`src/rtl/des_pkg.sv`:
```
// des_pkg: DES output-stage constants, permutation tables and FSM encoding.
// Bit numbering follows FIPS 46-3: bit 1 is the most significant bit of a block.
package des_pkg;

    localparam int BLOCK_W         = 64;
    localparam int HALF_W          = 32;
    localparam int BYTES_PER_BLOCK = 8;
    localparam int IDX_W           = $clog2(BYTES_PER_BLOCK);

    localparam int FP_TBL [BLOCK_W] = '{
        40,  8, 48, 16, 56, 24, 64, 32,
        39,  7, 47, 15, 55, 23, 63, 31,
        38,  6, 46, 14, 54, 22, 62, 30,
        37,  5, 45, 13, 53, 21, 61, 29,
        36,  4, 44, 12, 52, 20, 60, 28,
        35,  3, 43, 11, 51, 19, 59, 27,
        34,  2, 42, 10, 50, 18, 58, 26,
        33,  1, 41,  9, 49, 17, 57, 25
    };

    localparam int IP_TBL [BLOCK_W] = '{
        58, 50, 42, 34, 26, 18, 10,  2,
        60, 52, 44, 36, 28, 20, 12,  4,
        62, 54, 46, 38, 30, 22, 14,  6,
        64, 56, 48, 40, 32, 24, 16,  8,
        57, 49, 41, 33, 25, 17,  9,  1,
        59, 51, 43, 35, 27, 19, 11,  3,
        61, 53, 45, 37, 29, 21, 13,  5,
        63, 55, 47, 39, 31, 23, 15,  7
    };

    typedef enum logic [0:0] {
        ST_IDLE = 1'b0,
        ST_SEND = 1'b1
    } fsm_e;

    // FIPS bit n lives at vector position BLOCK_W+1-n.
    function automatic logic [BLOCK_W:1] permute_fp(input logic [BLOCK_W:1] d);
        logic [BLOCK_W:1] r;
        r = '0;
        for (int i = 1; i <= BLOCK_W; i++) begin
            r[BLOCK_W + 1 - i] = d[BLOCK_W + 1 - FP_TBL[i - 1]];
        end
        return r;
    endfunction

    function automatic logic [BLOCK_W:1] permute_ip(input logic [BLOCK_W:1] d);
        logic [BLOCK_W:1] r;
        r = '0;
        for (int i = 1; i <= BLOCK_W; i++) begin
            r[BLOCK_W + 1 - i] = d[BLOCK_W + 1 - IP_TBL[i - 1]];
        end
        return r;
    endfunction

endpackage

```
`src/rtl/des_inv_perm.sv`:
```
// des_inv_perm: combinational IP^-1 mapping of a 64-bit preoutput block.
// Pure wiring; no state.
module des_inv_perm
    import des_pkg::*;
(
    input  logic [BLOCK_W:1] i_pre,
    output logic [BLOCK_W:1] o_cipher
);

    assign o_cipher = permute_fp(i_pre);

endmodule

```
`src/rtl/des_final_permutation_tx.sv`:
```
// des_final_permutation_tx: IP^-1 output stage with one hold slot and byte serializer.
// Define DES_FP_SELFCHECK_EN to add the sticky PERM_ERR round-trip check.
module des_final_permutation_tx
    import des_pkg::*;
#(
    parameter int COUNT_W    = 16,
    parameter int HOLD_DEPTH = 1
) (
    input  logic               CLK,
    input  logic               RESET,
    input  logic               IN_VALID,
    output logic               IN_READY,
    input  logic [32:1]        L16,
    input  logic [32:1]        R16,
    output logic               OUT_VALID,
    input  logic               OUT_READY,
    output logic [7:0]         OUT_BYTE,
    output logic               OUT_LAST,
    output logic [64:1]        CIPHER,
    output logic [COUNT_W-1:0] BLOCK_COUNT
`ifdef DES_FP_SELFCHECK_EN
    ,
    output logic               PERM_ERR
`endif
);

    localparam logic [IDX_W-1:0] LAST_IDX = IDX_W'(BYTES_PER_BLOCK - 1);

    logic [BLOCK_W:1]   w_pre;
    logic [BLOCK_W:1]   w_perm;
    logic [BLOCK_W:1]   r_hold_c;
    logic [BLOCK_W:1]   r_shreg;
    logic [BLOCK_W:1]   r_cipher;
    logic               r_hold_full;
    logic [IDX_W-1:0]   r_idx;
    logic [COUNT_W-1:0] r_count;
    fsm_e               r_state;
    fsm_e               w_state_nxt;
    logic               w_slot_free;
    logic               w_in_fire;
    logic               w_load;
    logic               w_shift;
    logic               w_done;

    assign w_pre = {R16, L16};

    des_inv_perm u_inv_perm (
        .i_pre    (w_pre),
        .o_cipher (w_perm)
    );

    assign w_slot_free = (int'(r_hold_full) < HOLD_DEPTH);
    assign IN_READY    = w_slot_free & ~RESET;
    assign w_in_fire   = IN_VALID & IN_READY;

    assign OUT_VALID   = (r_state == ST_SEND);
    assign OUT_LAST    = OUT_VALID & (r_idx == LAST_IDX);
    assign OUT_BYTE    = r_shreg[BLOCK_W -: 8];
    assign CIPHER      = r_cipher;
    assign BLOCK_COUNT = r_count;

    always_comb begin
        w_state_nxt = r_state;
        w_load      = 1'b0;
        w_shift     = 1'b0;
        w_done      = 1'b0;
        unique case (r_state)
            ST_IDLE: begin
                if (r_hold_full) begin
                    w_load      = 1'b1;
                    w_state_nxt = ST_SEND;
                end
            end
            ST_SEND: begin
                if (OUT_READY) begin
                    if (r_idx == LAST_IDX) begin
                        w_done = 1'b1;
                        // A waiting block reloads now so the next byte 0 follows without a bubble.
                        if (r_hold_full) begin
                            w_load = 1'b1;
                        end else begin
                            w_state_nxt = ST_IDLE;
                        end
                    end else begin
                        w_shift = 1'b1;
                    end
                end
            end
            default: w_state_nxt = ST_IDLE;
        endcase
    end

    always_ff @(posedge CLK) begin
        if (RESET) begin
            r_state <= ST_IDLE;
        end else begin
            r_state <= w_state_nxt;
        end
    end

    always_ff @(posedge CLK) begin
        if (RESET) begin
            r_hold_full <= 1'b0;
            r_hold_c    <= '0;
            r_shreg     <= '0;
            r_cipher    <= '0;
            r_idx       <= '0;
            r_count     <= '0;
        end else begin
            if (w_in_fire) begin
                r_hold_full <= 1'b1;
                r_hold_c    <= w_perm;
            end else if (w_load) begin
                r_hold_full <= 1'b0;
            end

            if (w_load) begin
                r_shreg  <= r_hold_c;
                r_cipher <= r_hold_c;
                r_idx    <= '0;
            end else if (w_shift) begin
                r_shreg <= {r_shreg[BLOCK_W-8:1], 8'h00};
                r_idx   <= r_idx + IDX_W'(1);
            end

            if (w_done) begin
                r_count <= r_count + COUNT_W'(1);
            end
        end
    end

`ifdef DES_FP_SELFCHECK_EN
    logic [BLOCK_W:1] r_hold_p;
    logic             r_perm_err;

    assign PERM_ERR = r_perm_err;

    // Applying IP to the held ciphertext must give back the preoutput it came from.
    always_ff @(posedge CLK) begin
        if (RESET) begin
            r_hold_p   <= '0;
            r_perm_err <= 1'b0;
        end else begin
            if (w_in_fire) begin
                r_hold_p <= w_pre;
            end
            if (w_load && (permute_ip(r_hold_c) != r_hold_p)) begin
                r_perm_err <= 1'b1;
            end
        end
    end
`endif

endmodule

```
`config.mk`:
```
export PLATFORM = sky130hd
export DESIGN_NAME = des_final_permutation_tx
export DESIGN_NICKNAME = d
export VERILOG_FILES = /design/src/rtl/des_pkg.sv /design/src/rtl/des_inv_perm.sv /design/src/rtl/des_final_permutation_tx.sv
export SDC_FILE = /design/constraint.sdc
export NUM_CORES = 1
export LEC_CHECK = 0
export ABC_AREA = 1
export CAP_MARGIN = 20
export CORE_ASPECT_RATIO = 1.4
export CORE_MARGIN = 4
export CORE_UTILIZATION = 40
export DETAILED_ROUTE_END_ITERATION = 7
export SKIP_LAST_GASP = 1
export SLEW_MARGIN = 15
export SYNTH_ARGS = -nofsm -noshare
export SYNTH_HDL_FRONTEND = slang
export SYNTH_HIERARCHICAL = 1
export SYNTH_SLANG_ARGS = --single-unit
```
`constraint.sdc`:
```
create_clock -name CLK -period 2 [get_ports CLK]
set_clock_uncertainty 0.05 [all_clocks]
set_input_delay 0.4 -clock CLK [delete_from_list [all_inputs] [get_ports CLK]]
set_output_delay 0.4 -clock CLK [all_outputs]
set_load 0.01 [all_outputs]
```
==> metrics.txt, run 1 <==
fraction of synthesis flops using an asynchronous set or reset pin=0%; Num CTS Buffers=21; number of design-rule violations left by the first detailed-router iteration=~370; part of the power in registers=47.4%; Final Routed Wirelength=20190 um; post-synth top area cell=dfxtp_1; synthesized-area fraction occupied by ao, oa, aoi and oai cells=~5.5%; hpwl dp=roughly 14000 um; Post-Synthesis Net Count=around 1100; Fmax=about 500 MHz; Yosys top cell area share=slightly above 50%; Placed Instance Area=roughly 9700 um2; crit path time final=1943 ps; gpl congestion=roughly 0.78; total inserted antenna cells=0; final slew viol count=0; fraction of layout cells with a size suffix above 1=under 10%; worst setup slack for register-to-register paths=approximately 150 ps; post-synthesis mux area share=0%; share of synthesized cell area in and, or, nand and nor gates=roughly 30%; global-route wire length before repair=32090 um; ys flop type=dfxtp_1; required time at the worst-slack endpoint=1550 ps; start point of the worst min-delay path=CIPHER[1]; buffer and inverter count on the worst path=1; clock input transition at the sequential cells of the worst setup and hold paths=approximately 60 ps; Hold Crit Class=reg -> reg; most numerous cell types in the synthesized netlist=nand2_1 (365), dfxtp_1 (213), nand3_1 (182); total power divided by cell area=around 900 nW/um2; Largest delay share family, worst path=buffers and inverters; post-DR wirelength/cell=about 14 um; Synth warnings=6; number of global-route vias before repair=~6400; number of setup violations in the final report=0; Critical path destination=BLOCK_COUNT[2]; number of synthesized flops with an enable pin=0; Worst Hold Path Cells=2; highest net fanout along the worst path=6; Internal Pwr Total=7401 uW; critical path endpoint category=output port; level count of the clock H-tree=1; result of the run=finished, final reports clean; number of unique standard cell types used by synthesis=23; cell with the largest stage delay on the worst path=clkdlybuf4s50_1; launching element of the worst setup path=BLOCK_COUNT[2]; number of iterations in the first detailed-routing pass=4; reg-to-reg critical path endpoint=CIPHER[10]; maximum number of buffers from clock root to sink=3; part of the power in combinational logic=under 10%; type of the worst setup path=reg -> out; nets@finish=~1200; fraction of power spent switching nets=between 20% and 30%; Crit path depth=1; Core Area=between 20000 and 25000 um2; post-route antenna net violation count=0; quantity of hold-fixing buffers added after cts=0; cell at the root of the clock tree=clkbuf_16; Vias/cell=between 4 and 5; final-report hold violation count=0; Mapped Cells=approximately 1100; largest family of logic cells by synthesized area=simple AND/OR/NAND/NOR gates; Clock Latency Late Sink=490 ps; final setup TNS=0 ps; proportion of power drawn by the clock network=approximately 44%; RSZ-0062 raised after global routing=yes; chip height=approximately 180 um; cell count of the worst reg-to-reg path=12; residual DRC count=0; I/O pin count=~160; Row Count=a little over 60; fin crit share=a little over nine tenths; xor/xnor share of the synthesized area=less than 1%; routed via count=between 6000 and 7000; startpoint type of the worst setup path=register; most frequent cell after synthesis=nand2_1; flip-flop and latch count after synthesis=between 200 and 250; peak supply drop=slightly below 0.0006 V; sw power=roughly 2200 uW; number of clock sinks seen by CTS=around 210; starting density of the core=41.16%; GRT Residual Overflow=0; origin of the critical flop-to-flop path=r_idx[0]; cell area after synthesis=a little over 8000 um2; adder-cell area share of the yosys netlist=0.4543%; top cells by area, synth=dfxtp_1 (52%), nand2_1 (17%), nand3_1 (11%), buf_4 (7.3%), o21ai_0 (4.2%); mean post-synth cell area=just under 8 um2; sequential fraction of the synthesis area=51.61%; maximum capacitance violations=0; clock tree from TritonCTS=built; relative area change from synthesis to final layout=26.91%; antenna violations before repair=0; headroom to the max-slew limit=between 70% and 80%; Die Wd=129.5 um; cell breakdown of the critical path=clkdlybuf4s50_1; area of the die=23050 um2; Finished Cell Area=around 10000 um2; slew at the pin closest to its max-slew limit=between 300 and 400 ps; endpoint arrival time on the critical path=1490 ps; delay contributed by the slowest stage of the critical path=between 500 and 600 ps; IO buf count=158; static leakage=around 0.0044 uW; all-layer global routing usage=between 10% and 20%; maximum number of pins on one net before global-route repair=76
==> cells by family (layout without fill, tap and decap cells) <==
| family | after synthesis | after routing |
|---|---|---|
| AO/OA/AOI/OAI | 91 | 91 |
| XOR/XNOR | 1 | 1 |
| adder cells (fa/ha/maj) | 3 | 3 |
| flip-flops | 213 | 213 |
| AND/OR/NAND/NOR | 590 | 590 |
| buffers and inverters | 161 | 260 |
==> area by class of cell <==
cell class | count | area [um2]
Inverter | 26 | 102.6
Fill cell | 1963 | 9588
Tap cell | 252 | 315.3
Sequential cell | 213 | 4267
Clock inverter | 10 | 155.1
Timing Repair Buffer | 197 | 2034
Multi-Input combinational cell | 685 | 3023
Clock buffer | 27 | 588.1
==> power by group through the flow <==
| stage | Sequential (uW) | Clock [uW] | Combinational [uW] |
|---|---|---|---|
| detailed placement | 4620 | 0 | 810 |
| finish | 4520 | 4230 | 798 |
| global placement | 4620 | 0 | 803 |
| floorplan | 4610 | 0 | 498 |
| global route | 4540 | 4510 | 883 |
| CTS | 4520 | 4330 | 814 |
==> cell usage in the layout, fill, tap and decap left out, types with 2 or more instances in the layout <==
| cell type | instances |
|---|---|
| nand3_1 | 182 |
| bufinv_16 | 4 |
| nor3_1 | 2 |
| nand2_1 | 365 |
| a21oi_1 | 12 |
| clkbuf_8 | 4 |
| o21ai_1 | 8 |
| inv_1 | 22 |
| inv_2 | 3 |
| clkinv_2 | 4 |
| buf_4 | 26 |
| nand4_1 | 3 |
| nor2_4 | 3 |
| dlymetal6s2s_1 | 2 |
| dfxtp_2 | 2 |
| clkbuf_1 | 2 |
| clkinvlp_4 | 2 |
| buf_12 | 12 |
| ha_4 | 2 |
| clkdlybuf4s50_1 | 155 |
| clkbuf_16 | 21 |
| nor2_1 | 29 |
| nand2_2 | 2 |
| dfxtp_1 | 211 |
| o21ai_0 | 70 |
==> per-layer routing <==
layer | GRT usage (%) | routed length, um | up-vias
li1 | - | - | 3520
met3 | 2.996 | 1001 | 23
met5 | 0 | 0 | -
met2 | 31.62 | 10540 | 136
met1 | 20.83 | 8369 | 3077
met4 | 3.683 | 285 | 0
==> registers in the layout (all words and copies together) (netlist names) <==
name / cells
CIPHER: 64
r_hold_c: 64
r_shreg: 64
BLOCK_COUNT: 16
r_idx: 3
OUT_VALID: 1
r_hold_full: 1
==> metrics by stage <==
stage / worst slack (ps) / hold slack [ps] / total power (uW) / std cells / util [%]
after CTS: 21.69 / 398.9 / 9670 / 1410 / 52.12
after floorplan: 283.1 / 392.2 / 5110 / 1059 / -
after detailed placement: -7.475 / 383.4 / 5427 / 1372 / 48.30
final: 56.63 / 395.9 / 9555 / 1410 / 52.23
after global routing: -26.28 / 407.8 / 9937 / 1410 / 52.23
after global placement: 0.1938 / 377.6 / 5418 / 1372 / 48.30
==> worst min path at each step <==
stage | endpoint | slack, ps
floorplan | r_shreg[10] | 390
global placement | CIPHER[7] | 380
detailed placement | CIPHER[7] | 380
CTS | CIPHER[1] | 400
global route | CIPHER[60] | 410
finish | CIPHER[1] | 400
==> repair_timing <==
item                       4_1_cts  5_1_grt
buffers inserted                 1        0
setup endpoints to repair        1       44
pin swaps                        1        1
gates resized for setup          7        6
(Power assumes the default switching activity.)
==> run 2: changes to the inputs <==
- CORE_MARGIN: 4 -> not set
==> metrics.txt, run 2 (synthesis results as in run 1) <==
result of the run=finished, final reports clean; total inserted antenna cells=0; slew at the pin closest to its max-slew limit=around 330 ps; maximum number of buffers from clock root to sink=3; IO buf count=approximately 160; RSZ-0062 raised after global routing=yes; number of clock sinks seen by CTS=213; startpoint type of the worst setup path=register; part of the power in combinational logic=slightly below 9%; cell breakdown of the critical path=clkdlybuf4s50_1; Largest delay share family, worst path=buffers and inverters; total power divided by cell area=between 800 and 900 nW/um2; Worst Hold Path Cells=2; final slew viol count=0; part of the power in registers=about half; starting density of the core=approximately two fifths; start point of the worst min-delay path=CIPHER[54]; relative area change from synthesis to final layout=27.99%; most used cells in the layout excluding fill and tap cells=nand2_1 (364), dfxtp_1 (211), nand3_1 (182); fin crit share=a little over nine tenths; proportion of power drawn by the clock network=42.8%; Num CTS Buffers=22; global-route wire length before repair=31340 um; residual DRC count=0; worst setup slack for register-to-register paths=130 ps; static leakage=0.004444 uW; area of the die=roughly 21000 um2; gpl congestion=about 0.75; all-layer global routing usage=roughly a fifth; buffer and inverter count on the worst path=1; origin of the critical flop-to-flop path=r_idx[0]; Placed Instance Area=9764 um2; quantity of hold-fixing buffers added after cts=0; sw power=roughly 2100 uW; number of iterations in the first detailed-routing pass=4; maximum capacitance violations=0; post-DR wirelength/cell=between 10 and 15 um; post-route antenna net violation count=0; clock tree from TritonCTS=built; Die Wd=between 100 and 150 um; Hold Crit Class=reg -> reg; headroom to the max-slew limit=between 70% and 80%; flip-flop and latch area=4267 um2; final-report hold violation count=0; Final Routed Wirelength=19970 um; level count of the clock H-tree=1; nets@finish=~1200; Clock Latency Late Sink=about 490 ps; number of setup violations in the final report=0; most frequent standard cell in the layout excluding fill and tap cells=nand2_1; fraction of layout cells with a size suffix above 1=7.804%; GRT Residual Overflow=0; Crit path depth=1; required time at the worst-slack endpoint=approximately 1600 ps; Row Count=about 60; delay contributed by the slowest stage of the critical path=around 570 ps; cell at the root of the clock tree=clkbuf_16; peak supply drop=roughly 0.00054 V; highest net fanout along the worst path=6; Core Area=between 20000 and 25000 um2; hpwl dp=~14000 um; crit path time final=1942 ps; antenna violations before repair=0; post-layout worst setup margin=just under 60 ps; Finished Cell Area=10570 um2; cell count of the worst reg-to-reg path=12; fraction of power spent switching nets=approximately 23%; endpoint arrival time on the critical path=1490 ps; Internal Pwr Total=slightly above 7000 uW; total power of the final layout=around 9400 uW; chip height=approximately 170 um; Fmax=515.0 MHz; number of filler instances in the final layout=just under 2000; launching element of the worst setup path=BLOCK_COUNT[2]; I/O pin count=159; number of global-route vias before repair=between 6000 and 7000; area of combinational cells with multiple inputs=3000 um2; post-place setup slack=~4.6 ps; critical path endpoint category=output port; maximum number of pins on one net before global-route repair=69; number of design-rule violations left by the first detailed-router iteration=~370; cell with the largest stage delay on the worst path=clkdlybuf4s50_1; type of the worst setup path=reg -> out; routed via count=around 6800; clock input transition at the sequential cells of the worst setup and hold paths=approximately 60 ps; Vias/cell=4.773
-- run 2: changes by cell type in the layout (fill, tap and decap cells not counted), sizes merged --
| cell | change |
|---|---|
| clkdlybuf4s50 | +1 |
| buf | +3 |
| clkbuf | +10 |
| dlymetal6s2s | -1 |
| bufinv | -3 |
| clkinv | -1 |
| clkinvlp | -1 |
-- run 2: timing repair --
action | CTS | global route
cloned | 0 | 2
setup endpoints to repair | 1 | 15
endpoints found under the hold margin | 0 | 0
resized for setup | 5 | 3
buffers inserted | 1 | 2
pin swaps | 0 | 1
-- run 2: layout make-up --
type	count	area share, %
clock buffer	35	6.248
timing repair buffer	202	20.58
sequential	213	40.35
multi-input combinational	685	28.38
inverter	26	0.9703
tap	252	2.982
clock inverter	5	0.4970
-- run 2: path summary, 6_finish.rpt --
kind                                       end
worst max-delay path            BLOCK_COUNT[2]
worst min-delay path                CIPHER[54]
worst max register to register     r_shreg[50]
worst min register to register      CIPHER[54]
-- run 2: power by group through the flow --
| stage | registers, uW | clock network [uW] | logic [uW] |
|---|---|---|---|
| global route | 4550 | 4280 | 908 |
| global placement | 4620 | 0 | 820 |
| finish | 4530 | 4000 | 829 |
| floorplan | 4610 | 0 | 498 |
| detailed placement | 4620 | 0 | 826 |
| CTS | 4530 | 4110 | 830 |
-- run 2: metal layers --
metal / global-route usage (%) / vias to the layer above / part of all wire (%)
li1: - / 3536 / -
met2: 34.27 / 134 / 53
met3: 2.672 / 21 / 3.8
met5: 0 / - / 0
met4: 4.715 / 0 / 1.1
met1: 22.27 / 3077 / 43
-- run 2: metrics by stage --
step	TNS (ps)	utilization [%]	cells	hold WS (ps)
6_report	0	52.68	1418	395.6
3_5_place_dp	0	48.64	1373	382.8
2_1_floorplan	0	-	1059	392.2
4_1_cts	0	52.26	1414	397.4
3_3_place_gp	0	48.64	1373	379.0
5_1_grt	-21.94	52.68	1418	412.7
